## config.mk

```make
export PLATFORM = sky130hd
export DESIGN_NAME = mem_arbiter
export DESIGN_NICKNAME = d
export VERILOG_FILES = /design/src/rtl/mem_arbiter.sv
export SDC_FILE = /design/constraint.sdc
export NUM_CORES = 1
export LEC_CHECK = 0
export ABC_AREA = 1
export CAP_MARGIN = 40
export CORE_AREA = 2 2 198 200
export CTS_CLUSTER_SIZE = 40
export DETAILED_ROUTE_END_ITERATION = 16
export DIE_AREA = 0 0 200 202
export PLACE_DENSITY = 0.7
export SLEW_MARGIN = 10
export SYNTH_ARGS = -nofsm -noshare
export SYNTH_HDL_FRONTEND = slang
export SYNTH_SLANG_ARGS = --single-unit
export TNS_END_PERCENT = 30
```

## constraint.sdc

```tcl
create_clock -name clk -period 3.8 [get_ports clk]
set_input_delay 0.76 -clock clk [delete_from_list [all_inputs] [get_ports clk]]
set_output_delay 0.76 -clock clk [all_outputs]
set_load 0.03 [all_outputs]
```

## src/rtl/mem_arbiter.sv

```systemverilog
// Shares one memory port between the instruction bus and the data bus. It keeps a single
// transaction outstanding, gives dbus priority and lets ibus win after a run of dbus grants.
module mem_arbiter #(
  parameter int STARVE_LIMIT = 4,
  parameter int TIMEOUT      = 255
) (
  input  logic        clk,
  input  logic        reset,
  input  logic        ireq_valid,
  input  logic [63:0] ireq_addr,
  output logic        iresp_addr_ok,
  output logic        iresp_data_ok,
  output logic [31:0] iresp_data,
  input  logic        dreq_valid,
  input  logic [63:0] dreq_addr,
  input  logic [2:0]  dreq_size,
  input  logic [7:0]  dreq_strobe,
  input  logic [63:0] dreq_data,
  output logic        dresp_addr_ok,
  output logic        dresp_data_ok,
  output logic [63:0] dresp_data,
  output logic        mreq_valid,
  output logic        mreq_is_write,
  output logic [63:0] mreq_addr,
  output logic [2:0]  mreq_size,
  output logic [7:0]  mreq_strobe,
  output logic [63:0] mreq_data,
  input  logic        mreq_ready,
  input  logic        mresp_valid,
  input  logic [63:0] mresp_data,
  output logic        busy,
  output logic        err_timeout
);

  localparam int SW = (STARVE_LIMIT > 0) ? $clog2(STARVE_LIMIT + 1) : 1;
  localparam int TW = (TIMEOUT > 0) ? $clog2(TIMEOUT + 1) : 1;
  localparam logic [SW-1:0] STARVE_MAX = SW'(STARVE_LIMIT);
  localparam logic [TW-1:0] TMO_MAX    = TW'(TIMEOUT);
  localparam logic          TMO_EN     = (TIMEOUT != 0);
  localparam logic          OWN_I      = 1'b0;
  localparam logic          OWN_D      = 1'b1;

  typedef enum logic [1:0] {
    IDLE = 2'd0,
    REQ  = 2'd1,
    WAIT = 2'd2,
    RESP = 2'd3
  } state_t;

  state_t          state_r;
  logic            owner_r;
  logic [SW-1:0]   starve_cnt_r;
  logic [TW-1:0]   tmo_cnt_r;

  logic            ibus_win_s;
  logic            accept_s;
  logic            tmo_hit_s;
  logic [TW-1:0]   tmo_next_s;
  logic [SW-1:0]   starve_inc_s;
  logic [63:0]     resp_word_s;

  // Arbitration decision, accept handshake and timeout detection.
  always_comb begin
    ibus_win_s    = 1'b0;
    iresp_addr_ok = 1'b0;
    dresp_addr_ok = 1'b0;
    if (ireq_valid && (!dreq_valid || (starve_cnt_r == STARVE_MAX))) begin
      ibus_win_s = 1'b1;
    end else begin
      ibus_win_s = 1'b0;
    end
    accept_s = (state_r == REQ) && mreq_ready;
    // addr_ok must pulse in the very cycle the downstream accepts, so it cannot be registered
    if (accept_s && (owner_r == OWN_I)) begin
      iresp_addr_ok = 1'b1;
    end else if (accept_s) begin
      dresp_addr_ok = 1'b1;
    end else begin
      iresp_addr_ok = 1'b0;
      dresp_addr_ok = 1'b0;
    end
    tmo_next_s   = tmo_cnt_r + {{(TW-1){1'b0}}, 1'b1};
    tmo_hit_s    = TMO_EN && (tmo_next_s == TMO_MAX) && !mresp_valid;
    starve_inc_s = (starve_cnt_r == STARVE_MAX) ? starve_cnt_r
                                                : starve_cnt_r + {{(SW-1){1'b0}}, 1'b1};
    resp_word_s  = mresp_valid ? mresp_data : 64'd0;
  end

  // Transaction FSM with all registered outputs.
  always_ff @(posedge clk or negedge reset) begin
    if (!reset) begin
      state_r       <= IDLE;
      owner_r       <= OWN_I;
      starve_cnt_r  <= {SW{1'b0}};
      tmo_cnt_r     <= {TW{1'b0}};
      iresp_data_ok <= 1'b0;
      iresp_data    <= 32'd0;
      dresp_data_ok <= 1'b0;
      dresp_data    <= 64'd0;
      mreq_valid    <= 1'b0;
      mreq_is_write <= 1'b0;
      mreq_addr     <= 64'd0;
      mreq_size     <= 3'd0;
      mreq_strobe   <= 8'd0;
      mreq_data     <= 64'd0;
      busy          <= 1'b0;
      err_timeout   <= 1'b0;
    end else begin
      case (state_r)
        IDLE: begin
          if (ireq_valid || dreq_valid) begin
            state_r    <= REQ;
            busy       <= 1'b1;
            mreq_valid <= 1'b1;
            if (ibus_win_s) begin
              owner_r       <= OWN_I;
              starve_cnt_r  <= {SW{1'b0}};
              mreq_addr     <= ireq_addr;
              mreq_size     <= 3'b010;
              mreq_strobe   <= 8'h00;
              mreq_data     <= 64'd0;
              mreq_is_write <= 1'b0;
            end else begin
              owner_r       <= OWN_D;
              starve_cnt_r  <= ireq_valid ? starve_inc_s : {SW{1'b0}};
              mreq_addr     <= dreq_addr;
              mreq_size     <= dreq_size;
              mreq_strobe   <= dreq_strobe;
              mreq_data     <= dreq_data;
              mreq_is_write <= |dreq_strobe;
            end
          end
        end
        REQ: begin
          if (accept_s) begin
            state_r    <= WAIT;
            mreq_valid <= 1'b0;
            tmo_cnt_r  <= {TW{1'b0}};
          end
        end
        WAIT: begin
          tmo_cnt_r <= tmo_next_s;
          // a response landing on the limit cycle wins over the timeout
          if (mresp_valid || tmo_hit_s) begin
            state_r <= RESP;
            if (tmo_hit_s) begin
              err_timeout <= 1'b1;
            end
            if (owner_r == OWN_D) begin
              dresp_data_ok <= 1'b1;
              dresp_data    <= resp_word_s;
            end else begin
              iresp_data_ok <= 1'b1;
              iresp_data    <= mreq_addr[2] ? resp_word_s[63:32] : resp_word_s[31:0];
            end
          end
        end
        RESP: begin
          state_r       <= IDLE;
          busy          <= 1'b0;
          iresp_data_ok <= 1'b0;
          dresp_data_ok <= 1'b0;
          iresp_data    <= 32'd0;
          dresp_data    <= 64'd0;
        end
        default: begin
          state_r <= IDLE;
          busy    <= 1'b0;
        end
      endcase
    end
  end

endmodule

```

==> key figures, run 1 <==
Timing
  – Setup ws final: 0.794 ns
  – Endpoints failing setup: 0
  – Setup Skew: 0.0104 ns
  – Final Hold Violating Endpoints: 0
  – Worst slew pin tran: 0.822 ns
  – Unrepaired setup endpoints after global routing: false
  – Period utilization: 79.1%
  – Slew Limit Fails: 0
  – Setup TNS: 0 ns
  – Tmin final: 3.01 ns
  – Max Clk Rate: 0.333 GHz
  – Slew headroom: 45.2%

Synthesis
  – Synth top area cells: dfrtp_1 55%, nand2_1 13%, a21oi_1 6.9%, a22o_1 5.3%, nor2_1 4.6%
  – Mux cell area share after synthesis: 0%
  – Cell area after synthesis: roughly 0.011 mm^2
  – Count of cell types in the netlist: 31
  – Simple-Gate Fraction of Synth Area: 22.7%
  – YS warnings: 0
  – Post-Synth XOR/XNOR Area: 0.152%
  – Post-synth top area share: 55.5%
  – Compound-Gate Fraction of Synth Area: 15.2%
  – Avg Inst Size Synth: 8.77 um^2
  – Adder-cell area share of the yosys netlist: 0.870%
  – Synth area leader: dfrtp_1
  – Gate Count Post-Synth: about 1300
  – Synth Net Count: 1593
  – Seq cells post-synth: 255
  – Seq/Total Area, Yosys: a little under three fifths
  – Main combinational cell family by area after synthesis: simple AND/OR/NAND/NOR gates

Finish
  – Ant diodes: 0
  – Final Util: 47.3%
  – Final instance area: 0.0181 mm^2
  – Area delta synth->final: 57.5%
  – Final nets: about 2100
  – Most frequent cells in the layout: 513 x clkdlybuf4s50_1, 381 x nand2_1, 254 x dfrtp_1
  – Fraction of layout cells with a size suffix above 1: 6.03%
  – Commonest non-fill, non-tap cell in the layout: clkdlybuf4s50_1

Pwr
  – Clock power share: 18.0%
  – Sequential share of power: 28.3%
  – Psw: 7390 uW
  – Internal power: 8890 uW
  – Pwr Density: 899 mW/mm^2
  – Combinational power share: 53.7%
  – Switching Share: 45.4%
  – Leak: 0.00808 uW
  – Worst IR Drop VDD: around 0.00051 V
  – Total power: around 16000 uW

Worst setup path
  – CP endpoint kind: output pin
  – R2R Path End: dresp_data[31]
  – Max incr delay on CP: roughly 0.68 ns
  – R2r startpoint: tmo_cnt_r[0]
  – Critical Path AT: 2.25 ns
  – R2R cell count: 11
  – WS Path Type: flip-flop to output pin
  – Critical-path cell list: inv_1, ha_1, nand2_1, nor2_1, clkdlybuf4s50_1
  – Largest fanout on the critical path: 4
  – Largest delay contributor family on the critical path: buffers and inverters
  – Worst EP required: 3.04 ns
  – Reg-to-reg slack, setup: about 1.1 ns
  – CP max stage cell: clkdlybuf4s50_1
  – Startpoint types: flip-flop
  – CP bufs+invs: 2

Floorplan
  – Initial Util: 30.0%
  – Core box area: 0.0383 mm^2
  – I/O Pins: 516
  – Die width: 200 um
  – # rows: 72
  – DIE HEIGHT: 202 um
  – Die Area: 0.0404 mm^2

Place
  – IO buf count: 515
  – Post-place setup slack: 0.897 ns
  – RePlAce Congestion: 0.878
  – Post-DP Area: around 0.017 mm^2
  – DP Wirelength: 33700 um

Job
  – Max-cap violations: 0

Routing
  – Number of detailed-route iterations in the first pass: 5
  – Final ANT Viol Nets: 0
  – DRC viols: 0
  – Drt total wl: roughly 46000 um
  – Starting DRC count in detailed routing: 769
  – Wire per inst: 19.7 um
  – Via count: around 11000
  – Mean number of vias per cell: approximately 4.9

Clock network
  – Post-CTS Setup Inserts: 0
  – Root Driver: clkbuf_16
  – Clock Sink Count: around 260
  – Clk_lat worst skew: 0.56 ns
  – CTS Buffer Depth: 3
  – Hold Buf Count CTS: 0
  – Clk pin slew, worst setup/hold paths: 0.06 ns
  – H-tree Lvls: 1
  – Cts bufs inserted: 30
  – CTS tree: done
  – Resize count post-CTS: 0

GRT
  – Vias in the first global route: approximately 12000
  – GRT overflow: 0
  – Largest net degree at the start of global routing: 100
  – Initial antenna violation count: 3
  – GR Util All Layers: 21.9%
  – First-pass GRT wire length: just under 70000 um

Worst hold path
  – HP Class: primary input to async pin

Status
  – Outcome: complete, no violations
-- how the worst max path moves through the flow --
| stage | cells after the start | from | end | slack, ns |
|---|---|---|---|---|
| floorplan | 2 | mreq_ready | dresp_addr_ok | 1.79 |
| global placement | 4 | mreq_ready | dresp_addr_ok | 0.90 |
| detailed placement | 4 | mreq_ready | dresp_addr_ok | 0.90 |
| CTS | 5 | state_r[1] | dresp_addr_ok | 0.76 |
| global route | 5 | state_r[1] | dresp_addr_ok | 0.68 |
| finish | 5 | state_r[1] | dresp_addr_ok | 0.79 |
-- stage by stage --
step / hold slack [ns] / cells
2_1_floorplan: 0.464 / 1312
3_3_place_gp: 0.452 / 2270
3_5_place_dp: 0.457 / 2272
4_1_cts: 0.263 / 2327
5_1_grt: 0.296 / 2327
6_report: 0.247 / 2327
-- final cells by class --
| class | instances | area (um^2) |
|---|---|---|
| fillers | 3660 | 20200 |
| flip-flops and latches | 255 | 6380 |
| repair buffers | 543 | 5450 |
| multi-input cells | 926 | 4520 |
| clock buffers | 43 | 881 |
| well taps | 518 | 648 |
| clock inverters | 12 | 125 |
| inverters | 30 | 115 |
-- cells in the mapped netlist --
| library cell | instances |
|---|---|
| buf_8 | 1 |
| inv_1 | 26 |
| a21oi_2 | 1 |
| o41ai_1 | 1 |
| o21ai_1 | 5 |
| ha_1 | 8 |
| nand3_1 | 92 |
| clkbuf_1 | 60 |
| nor2_2 | 2 |
| nand4_1 | 1 |
| nor2_1 | 141 |
| o22ai_1 | 8 |
| o22a_1 | 2 |
| a21oi_1 | 159 |
| nor3_1 | 1 |
| a31o_2 | 1 |
| o21a_1 | 1 |
| o21ai_0 | 9 |
| buf_1 | 3 |
| a211oi_1 | 23 |
| xnor2_1 | 1 |
| inv_2 | 3 |
| clkinv_1 | 1 |
| buf_6 | 15 |
| xor2_1 | 1 |
| nand2_1 | 383 |
| a22o_1 | 69 |
| nand3_2 | 15 |
| buf_2 | 22 |
| nand2_2 | 2 |
| dfrtp_1 | 255 |
-- layer usage --
layer  up-vias  global-route usage [%]  part of all wire (%)
met5         -                       0                 0.061
li1       5322                       -                     -
met1      5505                    25.5                    38
met3        96                    6.12                   9.5
met4         4                    9.13                   4.3
met2       487                    37.7                    48
-- state kept, by name (all words and copies together), names as in the netlist, 2 cells and up --
name	cells
mreq_size	3
mreq_addr	64
mreq_data	64
dresp_data	64
mreq_strobe	8
state_r	2
tmo_cnt_r	8
starve_cnt_r	3
iresp_data	32
-- kinds of logic (layout without fill, tap and decap cells) --
logic type                 Yosys count  after routing
xor gates and xnor gates             2              2
and+or+nand+nor                    637            637
buffers and inverters              131            628
adders and majority gates            8              8
DFF                                255            255
AOI/OAI and AO/OA                  279            279
-- power by group through the flow --
stage / Sequential (uW) / Clock, uW / Combinational, uW
after floorplan: 6580 / 0 / 3080
after global placement: 4590 / 0 / 8660
after detailed placement: 4630 / 0 / 8790
after CTS: 4600 / 2990 / 8830
after global routing: 4720 / 3120 / 9330
final: 4600 / 2940 / 8740
No activity file was read; power rests on OpenSTA's default activity.
==> inputs of run 2 (changes only) <==
--- a/config.mk
+++ b/config.mk
@@ -7,11 +7,11 @@
 export LEC_CHECK = 0
 export ABC_AREA = 1
 export CAP_MARGIN = 40
-export CORE_AREA = 2 2 198 200
+export CORE_AREA = 2 2 201 203
 export CTS_CLUSTER_SIZE = 40
 export DETAILED_ROUTE_END_ITERATION = 16
-export DIE_AREA = 0 0 200 202
-export PLACE_DENSITY = 0.7
+export DIE_AREA = 0 0 203 205
+export PLACE_DENSITY = 0.69
 export SLEW_MARGIN = 10
 export SYNTH_ARGS = -nofsm -noshare
 export SYNTH_HDL_FRONTEND = slang
==> constraint.sdc (replaced) <==
create_clock -name clk -period 3 [get_ports clk]
set_input_delay 0.6 -clock clk [delete_from_list [all_inputs] [get_ports clk]]
set_output_delay 0.6 -clock clk [all_outputs]
set_load 0.03 [all_outputs]
==> key figures, run 2 (synthesis gave the netlist of run 1 again) <==
Status
  – Outcome: complete, no violations

Worst setup path
  – WS Path Type: flip-flop to output pin
  – CP bufs+invs: 2
  – Startpoint types: flip-flop
  – R2R Path End: dresp_data[49]
  – Reg-to-reg slack, setup: 0.71 ns
  – Critical Path AT: 1.84 ns
  – Largest fanout on the critical path: 4
  – R2r startpoint: state_r[0]
  – Largest delay contributor family on the critical path: flip-flops
  – Worst EP required: 2.40 ns
  – Max incr delay on CP: 0.43 ns
  – R2R cell count: 6
  – Critical-path cell list: inv_1, ha_1, nand2_1, nor2_1, dlymetal6s2s_1
  – CP endpoint kind: output pin
  – CP max stage cell: dfrtp_1

Pwr
  – Pwr Density: 1130 mW/mm^2
  – Worst IR Drop VDD: 0.000597 V
  – Leak: around 0.008 uW

Timing
  – Endpoints failing setup: 0
  – Max Clk Rate: 0.409 GHz
  – Setup TNS: 0 ns
  – Final Hold Violating Endpoints: 0
  – Slew headroom: 45.3%
  – Setup Skew: between 0.007 and 0.008 ns
  – Tmin final: 2.44 ns
  – Slew Limit Fails: 0
  – Period utilization: 81.4%
  – Worst slew pin tran: 0.817 ns
  – Worst hold slack: between 0.05 and 0.06 ns
  – Unrepaired setup endpoints after global routing: false

Routing
  – Mean number of vias per cell: 4.90
  – Starting DRC count in detailed routing: 793
  – Via count: ~11000
  – Wire per inst: between 15 and 20 um
  – DRC viols: 0
  – Final ANT Viol Nets: 0
  – Number of detailed-route iterations in the first pass: 7
  – Drt total wl: approximately 46000 um

Place
  – DP Cell Count: 2282
  – IO buf count: 515
  – DP Wirelength: around 34000 um
  – RePlAce Congestion: 0.904

GRT
  – GRT overflow: 0
  – Vias in the first global route: 11425
  – Initial antenna violation count: 0
  – Largest net degree at the start of global routing: 89
  – First-pass GRT wire length: 68500 um
  – GR Util All Layers: about a fifth

Clock network
  – Hold Buf Count CTS: 0
  – Clk pin slew, worst setup/hold paths: 0.06 ns
  – CTS tree: done
  – CTS Buffer Depth: 3
  – Root Driver: clkbuf_16
  – Post-CTS Setup Inserts: 0
  – Clock Sink Count: ~260
  – H-tree Lvls: 1
  – Clk_lat worst skew: 0.55 ns
  – Cts bufs inserted: 29

Worst hold path
  – HP Class: primary input to async pin

Finish
  – Area delta synth->final: 58.3%
  – Final nets: between 2000 and 2500
  – Final Util: a little under half
  – Most frequent cells in the layout: 511 x clkdlybuf4s50_1, 381 x nand2_1, 254 x dfrtp_1
  – Fin cells: 2334
  – Fraction of layout cells with a size suffix above 1: just over 6%
  – Ant diodes: 0
  – Fill cells: 3778
  – Largest regs: dresp_data (64), mreq_addr (64), mreq_data (64)
  – Commonest non-fill, non-tap cell in the layout: clkdlybuf4s50_1

Job
  – Max-cap violations: 0

Floorplan
  – Core box area: 0.0394 mm^2
  – Die width: approximately 200 um
  – Initial Util: 29.2%
  – DIE HEIGHT: 205 um
  – # rows: 73
  – I/O Pins: roughly 520
  – Die Area: 0.0416 mm^2
-- run 2: area by class of cell --
cell class	instances	area (um^2)	share of cell area, %
repair buffers	547	5550	30.5
multi-input cells	926	4520	24.8
well taps	525	657	3.61
clock inverters	10	129	0.708
inverters	30	115	0.632
clock buffers	41	861	4.73
flip-flops and latches	255	6380	35.1
-- run 2: per-stage QoR --
stage / setup WS [ns] / power [uW] / area, um^2
global route: 0.354 / 21800 / 18200
CTS: 0.0775 / 20800 / 18200
finish: 0.557 / 20600 / 18200
floorplan: 1.27 / 12200 / 11500
detailed placement: 0.405 / 17000 / 17200
global placement: 0.431 / 16800 / 17200
-- run 2: worst max-delay path by stage --
stage	start	endpoint	slack [ns]	depth (start not counted)
6_report	state_r[1]	dresp_addr_ok	0.56	5
5_1_grt	state_r[1]	iresp_addr_ok	0.35	5
4_1_cts	state_r[1]	dresp_addr_ok	0.08	5
3_5_place_dp	ireq_valid	mreq_data[19]	0.41	7
3_3_place_gp	mreq_ready	iresp_addr_ok	0.43	4
2_1_floorplan	state_r[1]	dresp_addr_ok	1.27	4
-- run 2: power breakdown --
part           switching [uW]  internal, uW
Sequential                904          4910
Clock                    1470          2240
Combinational            6880          4230
Total                    9250         11400
-- run 2: timing repair --
item,in CTS,in global routing
hold endpoints to repair,0,0
resized for setup,0,2
setup endpoints to repair,0,2
-- run 2: routing by layer --
layer  up-vias  wire length (um)  global-route usage, %
li1       5338                 -                      -
met1      5474             17800                   25.4
met2       549             22500                   37.7
met3        75              4050                   5.27
met4         0              1420                   6.91
met5         -                 0                      0
==> inputs of run 3 (changes only) <==
==> constraint.sdc (replaced) <==
create_clock -name clk -period 2.4 [get_ports clk]
set_input_delay 0.48 -clock clk [delete_from_list [all_inputs] [get_ports clk]]
set_output_delay 0.48 -clock clk [all_outputs]
set_load 0.03 [all_outputs]
==> key figures, run 3 (synthesis gave the netlist of run 1 again) <==
Place
  – IO buf count: 515
  – RePlAce Congestion: approximately 0.91
  – DP Wirelength: 34500 um
  – Post-DP Area: 0.0173 mm^2

Finish
  – Commonest non-fill, non-tap cell in the layout: clkdlybuf4s50_1
  – Final nets: 2082
  – Fill cells: between 3000 and 4000
  – Most frequent cells in the layout: 511 x clkdlybuf4s50_1, 381 x nand2_1, 254 x dfrtp_1
  – Final instance area: 0.0184 mm^2
  – Area delta synth->final: 59.8%
  – Ant diodes: 0
  – Fraction of layout cells with a size suffix above 1: 6.63%
  – Largest regs: dresp_data (64), mreq_addr (64), mreq_data (64)

Pwr
  – Switching Share: 44.6%
  – Combinational power share: 54.0%
  – Pwr Density: approximately 1400 mW/mm^2
  – Leak: 0.00819 uW
  – Sequential share of power: 27.9%
  – Worst IR Drop VDD: 0.000718 V
  – Clock power share: 18.2%
  – Psw: 11700 uW
  – Internal power: 14500 uW

Worst setup path
  – Setup crit start: mreq_addr[2]
  – Largest fanout on the critical path: 8
  – Startpoint types: flip-flop
  – Worst path depth: 1
  – Worst Setup EP: mreq_addr[2]
  – CP endpoint kind: output pin
  – R2r startpoint: tmo_cnt_r[0]
  – Worst EP required: 1.92 ns
  – Critical Path AT: 1.78 ns
  – Max incr delay on CP: 0.72 ns
  – WS Path Type: flip-flop to output pin
  – CP bufs+invs: 1
  – Reg-to-reg slack, setup: approximately 0.21 ns
  – Largest delay contributor family on the critical path: buffers and inverters
  – CP max stage cell: clkdlybuf4s50_1
  – R2R Path End: dresp_data[34]
  – Critical-path cell list: clkdlybuf4s50_1
  – R2R cell count: 12

GRT
  – GRT overflow: 0
  – Vias in the first global route: 11455
  – GR Util All Layers: about a fifth
  – First-pass GRT wire length: 68300 um
  – Initial antenna violation count: 2
  – Largest net degree at the start of global routing: 69

Timing
  – Setup TNS: 0 ns
  – Endpoints failing setup: 0
  – Slew headroom: 50.4%
  – Unrepaired setup endpoints after global routing: false
  – Period utilization: 94.2%
  – Slew Limit Fails: 0
  – Final Hold Violating Endpoints: 0
  – Max Clk Rate: ~0.44 GHz
  – Tmin final: 2.26 ns
  – Setup Skew: 0.0149 ns
  – Worst slew pin tran: 0.741 ns

Clock network
  – CTS tree: done
  – Clk pin slew, worst setup/hold paths: around 0.060 ns
  – CTS Buffer Depth: 3
  – Clock Sink Count: 255
  – Clk_lat worst skew: 0.57 ns
  – Cts bufs inserted: 30
  – Root Driver: clkbuf_16
  – H-tree Lvls: 1
  – Post-CTS Setup Inserts: 0

Job
  – Max-cap violations: 0

Routing
  – Final ANT Viol Nets: 0
  – Drt total wl: 45800 um
  – Mean number of vias per cell: around 4.9
  – DRC viols: 0
  – Starting DRC count in detailed routing: 711
  – Via count: roughly 12000
  – Number of detailed-route iterations in the first pass: 5
  – Wire per inst: 19.5 um

Worst hold path
  – HP Class: primary input to async pin

Floorplan
  – Core box area: 0.0394 mm^2
  – Initial Util: 29.2%
  – DIE HEIGHT: around 210 um
  – I/O Pins: 516
  – # rows: 73
  – Die Area: 0.0416 mm^2
  – Die width: ~200 um

Status
  – Outcome: complete, no violations
-- run 3: worst min-delay path by stage --
stage                              from        endpoint  slack (ns)  depth (start not counted)
after global placement            reset  dresp_data[16]        0.45                          1
after detailed placement          reset  dresp_data[16]        0.45                          1
after CTS                   mresp_valid     err_timeout        0.43                          3
after floorplan                   reset            busy        0.18                          0
after global routing      ireq_addr[11]   mreq_addr[11]        0.45                          3
final                             reset  dresp_data[16]        0.45                          2
-- run 3: what timing repair did --
action | 4_1_cts | 5_1_grt
hold buffers | 1 | 0
gates resized for setup | 0 | 2
hold endpoints to repair | 44 | 0
setup endpoints to repair | 0 | 2
-- run 3: final cells by class --
| class | instances | area [um^2] | share of cell area, % |
|---|---|---|---|
| multi-input cells | 926 | 4520 | 24.6 |
| repair buffers | 558 | 5670 | 30.8 |
| clock buffers | 49 | 913 | 4.97 |
| inverters | 30 | 115 | 0.627 |
| flip-flops and latches | 255 | 6380 | 34.7 |
| clock inverters | 7 | 118 | 0.640 |
| well taps | 525 | 657 | 3.58 |
-- run 3: per-stage QoR --
step	worst slack, ns	hold slack, ns	cells	util (%)	power [uW]
final	0.139	0.448	2350	46.7	26200
after global routing	0.0158	0.453	2350	46.7	27500
after CTS	0.0404	0.430	2350	46.7	26400
after detailed placement	0.174	0.446	2293	44.0	21500
after global placement	0.229	0.447	2293	44.0	21200
after floorplan	0.685	0.184	1312	-	15300
-- run 3: per-layer routing --
metal / track usage, % / part of all wire (%) / up-vias
met1: 25.2 / 39 / 5532
li1: - / - / 5358
met4: 7.46 / 3.7 / 0
met5: 0 / 0 / -
met2: 37.0 / 49 / 541
met3: 5.42 / 8.4 / 76
-- run 3: power by group through the flow --
stage	logic [uW]	registers (uW)	clock network, uW
finish	14100	7290	4750
global route	15000	7500	5030
CTS	14200	7290	4860
detailed placement	14200	7320	0
global placement	14000	7270	0
floorplan	4880	10400	0
==> patch 1 (config.mk and constraints of run 3) <==
The parameter `TIMEOUT` goes from 255 to 510.
--- a/src/rtl/mem_arbiter.sv
+++ b/src/rtl/mem_arbiter.sv
@@ -3,5 +3,5 @@
 module mem_arbiter #(
   parameter int STARVE_LIMIT = 4,
-  parameter int TIMEOUT      = 255
+  parameter int TIMEOUT      = 510
 ) (
   input  logic        clk,
Behaviour: no difference found for any inputs over 4 cycles, from zero or initial values and one cycle with reset low; that may be too few to reach the edited logic, so the function may still have changed.
==> patch 1 against run 3 <==
Utilization down 0.36 points; wire length down 3.0%; global-route usage down 0.62 points; worst setup slack better by 0.021 ns; first-iteration DRC count up 12%; fmax up 0.95%; area after synthesis down 0.28%; total power down 1.9%; design area down 0.77%; sequential cell count up 1; critical path depth unchanged; critical path type unchanged.
==> patch 1: results (changes against run 3) <==
Data buffer area share 30.5% (was 30.8%); largest net degree at the start of global routing 89 (was 69); Net Count, Synth 1604 (was 1593); clock share of power 17.7% (was 18.2%); initial antenna violation count 9 (was 2); clock skew 0.0364 ns (was 0.0149 ns); outcome finished, final reports clean (unchanged); FF+latch count, synth 256 (was 255); area of the multi-input gates 0.00448 mm2 (was 0.00452 mm2); critical path fanouts, max 2 (was 8); mean routed wirelength per cell 18.9 um (was 19.5 um); count of multi-input gates 932 (was 926); Seq/Total Area, Yosys 55.9% (was 55.5%); reg-to-reg endpoint dresp_data[27] (was dresp_data[34]); Compound-Gate Fraction of Synth Area 15.3% (was 15.2%); hold slack 0.357 ns (was 0.448 ns); Vias per Instance 4.86 (was 4.90); global-route usage over all layers 20.6% (was 21.2%); Worst-Margin Slew 0.637 ns (was 0.741 ns); Post-Place Setup Slack 0.162 ns (was 0.174 ns); Area contributors post-synth dfrtp_1 56%, nand2_1 13%, a21oi_1 7.0% (was dfrtp_1 55%, nand2_1 13%, a21oi_1 6.9%); Final Net Count 2079 (was 2082); vias in the first global route 11305 (was 11455); # clk buffers 45 (was 49); clk cell area share 5.36% (was 5.61%); Crit path largest cell delay 0.81 ns (was 0.72 ns); reg-to-reg slack, setup 0.23 ns (was 0.21 ns); number of fill cells in the layout 3736 (was 3747); Tot Pwr 25700 uW (was 26200 uW); Synth Area per Inst 8.67 um2 (was 8.77 um2); Synth Area in XOR/XNOR 0.153% (was 0.152%); adder-cell area share of the yosys netlist 0.873% (was 0.870%); share of layout cells above drive strength 1 4.94% (was 6.63%); crit path launch mreq_addr[8] (was mreq_addr[2]); final std cells w/o fill 2354 (was 2350); top cells by count, synth 384 x nand2_1, 256 x dfrtp_1, 160 x a21oi_1 (was 383 x nand2_1, 255 x dfrtp_1, 159 x a21oi_1); CP Data Arrival Time 1.76 ns (was 1.78 ns); Inst Count DP 2290 (was 2293); first-pass GRT wire length 66800 um (was 68300 um); WHS Path Cells 4; Int Power 14200 uW (was 14500 uW); VDD IR max 0.000619 V (was 0.000718 V); Post-DP HPWL 32500 um (was 34500 um); Initial DRC Count 798 (was 711); cell count of the worst reg-to-reg path 9 (was 12); Hold/Removal Path Class in -> reg (was in -> async); Antenna Cells 7 (was 0); FF+latch area 0.00641 mm2 (was 0.00638 mm2); CTS buffer count 30 (unchanged); Flop pwr share 28.2% (was 27.9%); minimum clock period 2.24 ns (was 2.26 ns); Plain + repair buffers 544 (was 558); inverter count 34 (was 30)
-- patch 1: cell count changes after synthesis, moves of 2 or more --
cell,change
buf_6,-3
inv_1,+4
buf_4,+4
clkbuf_1,+8
nand3_1,+17
o21ai_0,+4
buf_2,-9
nand3_2,-14
nand4_1,+2
o21ai_1,-4
-- patch 1: metrics by stage --
stage	utilization [%]	setup TNS, ns	area, um2
after floorplan	-	0	11500
after global placement	43.7	0	17200
after detailed placement	43.7	0	17200
after CTS	46.2	0	18200
after global routing	46.3	-0.00545	18200
final	46.3	0	18200
-- patch 1: repair_timing --
action | CTS | global route
hold buffers | 1 | 0
resized for setup | 0 | 1
setup endpoints to repair | 0 | 41
endpoints found under the hold margin | 48 | 0
setup buffers | 0 | 0
-- patch 1: metal layers --
metal,wire [um],track usage [%]
met5,53,0
met4,1700,8.60
met3,4060,5.77
met2,21500,34.7
met1,17100,24.7
==> patch 2 (config.mk and constraints of run 3) <==
Made on the original files. Make the reset (`reset`) synchronous in one clocked block.
--- a/src/rtl/mem_arbiter.sv
+++ b/src/rtl/mem_arbiter.sv
@@ -88,5 +88,5 @@
 
   // Transaction FSM with all registered outputs.
-  always_ff @(posedge clk or negedge reset) begin
+  always_ff @(posedge clk) begin
     if (!reset) begin
       state_r       <= IDLE;
Formal check against the unedited RTL: differs if reset is asserted again (counterexample within 4 cycles, from zero or initial values and one cycle with reset low); with reset held inactive, the same outputs for 4 cycles.
==> patch 2 against run 3 <==
Design area is 3.0% lower; synthesized cell count up 23%; total power shrank 23%; area after synthesis shrank 2.5%; sequential cell count is the same; worst setup slack got worse by 0.028 ns; die area unchanged; wire length down 2.9%; global-route usage shrank 0.82 points.
==> patch 2: results (changes against run 3) <==
largest net degree at the start of global routing 111 (was 69); outcome finished, final reports clean (unchanged); share of layout cells above drive strength 1 5.09% (was 6.63%); top_reg_cell synth dfxtp_1 (was dfrtp_1); mean routed wirelength per cell 17.1 um (was 19.5 um); Crit path largest cell delay 0.82 ns (was 0.72 ns); Hold/Removal Path Class in -> reg (was in -> async); Relative slew margins 52.6% (was 50.4%); reg-to-reg slack, setup 0.24 ns (was 0.21 ns); reg-to-reg endpoint dresp_data[57] (was dresp_data[34]); global-route usage over all layers 20.4% (was 21.2%); vias in the first global route 12098 (was 11455); CP Data Arrival Time 1.81 ns (was 1.78 ns); initial antenna violation count 1 (was 2); first-pass GRT wire length 67200 um (was 68300 um); Seq/Total Area, Yosys 45.5% (was 55.5%); DR vias 12510 (was 11507); Area contributors post-synth dfxtp_1 46%, nand2_1 18%, nand3_1 9.0% (was dfrtp_1 55%, nand2_1 13%, a21oi_1 6.9%); cell count of the worst reg-to-reg path 10 (was 12); RR Startpoint tmo_cnt_r[0] (unchanged); Vias per Instance 4.79 (was 4.90); Post-DP HPWL 32900 um (was 34500 um); Pleak 0.00722 uW (was 0.00819 uW); Final Net Count 2347 (was 2082); Synth Instances 1615 (was 1312); top cells by count, synth 541 x nand2_1, 255 x dfxtp_1, 201 x nand3_1 (was 383 x nand2_1, 255 x dfrtp_1, 159 x a21oi_1); ys async rst share 0% (was 100%); critical path fanouts, max 2 (was 8); number of fill cells in the layout 3867 (was 3747); Net Count, Synth 1896 (was 1593); post-synthesis cell type count 30 (was 31); crit path capture mreq_addr[58] (was mreq_addr[2]); Placer Congestion 0.898 (was 0.911); Psw 8460 uW (was 11700 uW); Initial DRC Count 739 (was 711)
[patch 2: cell count changes after synthesis, sizes merged, moves of 28 or more]
cell | run 3 | this run
nand2 | 385 | 543
dfrtp | 255 | 0
clkbuf | 60 | 88
a22o | 69 | 0
dfxtp | 0 | 255
a21oi | 160 | 188
nand3 | 107 | 206
o211ai | 0 | 64
inv | 29 | 84
[patch 2: stage by stage]
step / hold WS, ns / setup slack [ns] / area, um2 / power (uW) / util (%)
finish: 0.398 / 0.112 / 17800 / 20000 / 45.3
global route: 0.402 / 0.0198 / 17800 / 21200 / 45.3
CTS: 0.380 / 0.0522 / 17800 / 20300 / 45.3
detailed placement: 0.453 / 0.105 / 16900 / 15800 / 42.9
global placement: 0.449 / 0.155 / 16900 / 15700 / 42.9
floorplan: 0.459 / 0.613 / 11200 / 11700 / -
[patch 2: cell type report]
type	instances	area (um2)	share of cell area (%)
Tap cell	525	657	3.69
Clock buffer	40	838	4.70
Sequential cell	255	5110	28.6
Clock inverter	10	98.8	0.555
Inverter	86	325	1.83
Timing Repair Buffer	549	5570	31.3
Multi-Input combinational cell	1144	5230	29.3
[patch 2: worst min path at each step]
stage,startpoint,cells past startpoint,endpoint
after global routing,reset,3,mreq_is_write
after global placement,dresp_data[4],2,dresp_data[4]
final,reset,3,mreq_is_write
after detailed placement,dresp_data[5],2,dresp_data[5]
after CTS,reset,3,mreq_is_write
after floorplan,tmo_cnt_r[7],2,tmo_cnt_r[7]
[patch 2: power by group through the flow]
stage / combinational (uW) / clock [uW] / sequential (uW)
floorplan: 3630 / 0 / 8060
finish: 9670 / 4370 / 6000
CTS: 9770 / 4490 / 6000
global placement: 9620 / 0 / 6040
detailed placement: 9750 / 0 / 6060
global route: 10400 / 4670 / 6130
[patch 2: cell families after synthesis]
family | after synthesis | share of synthesized area, %
flops | 255 | 45.5
fa+ha+maj | 8 | 0.893
xor+xnor | 1 | 0.0781
buf+inv | 216 | 8.10
compound gates | 265 | 13.6
simple gates | 870 | 31.8
[patch 2: routing by layer]
layer  global-route usage (%)  share of wire (%)
met5                        0              0.031
met4                     6.10                2.6
met3                     4.23                7.4
met2                     36.9                 50
met1                     24.0                 39
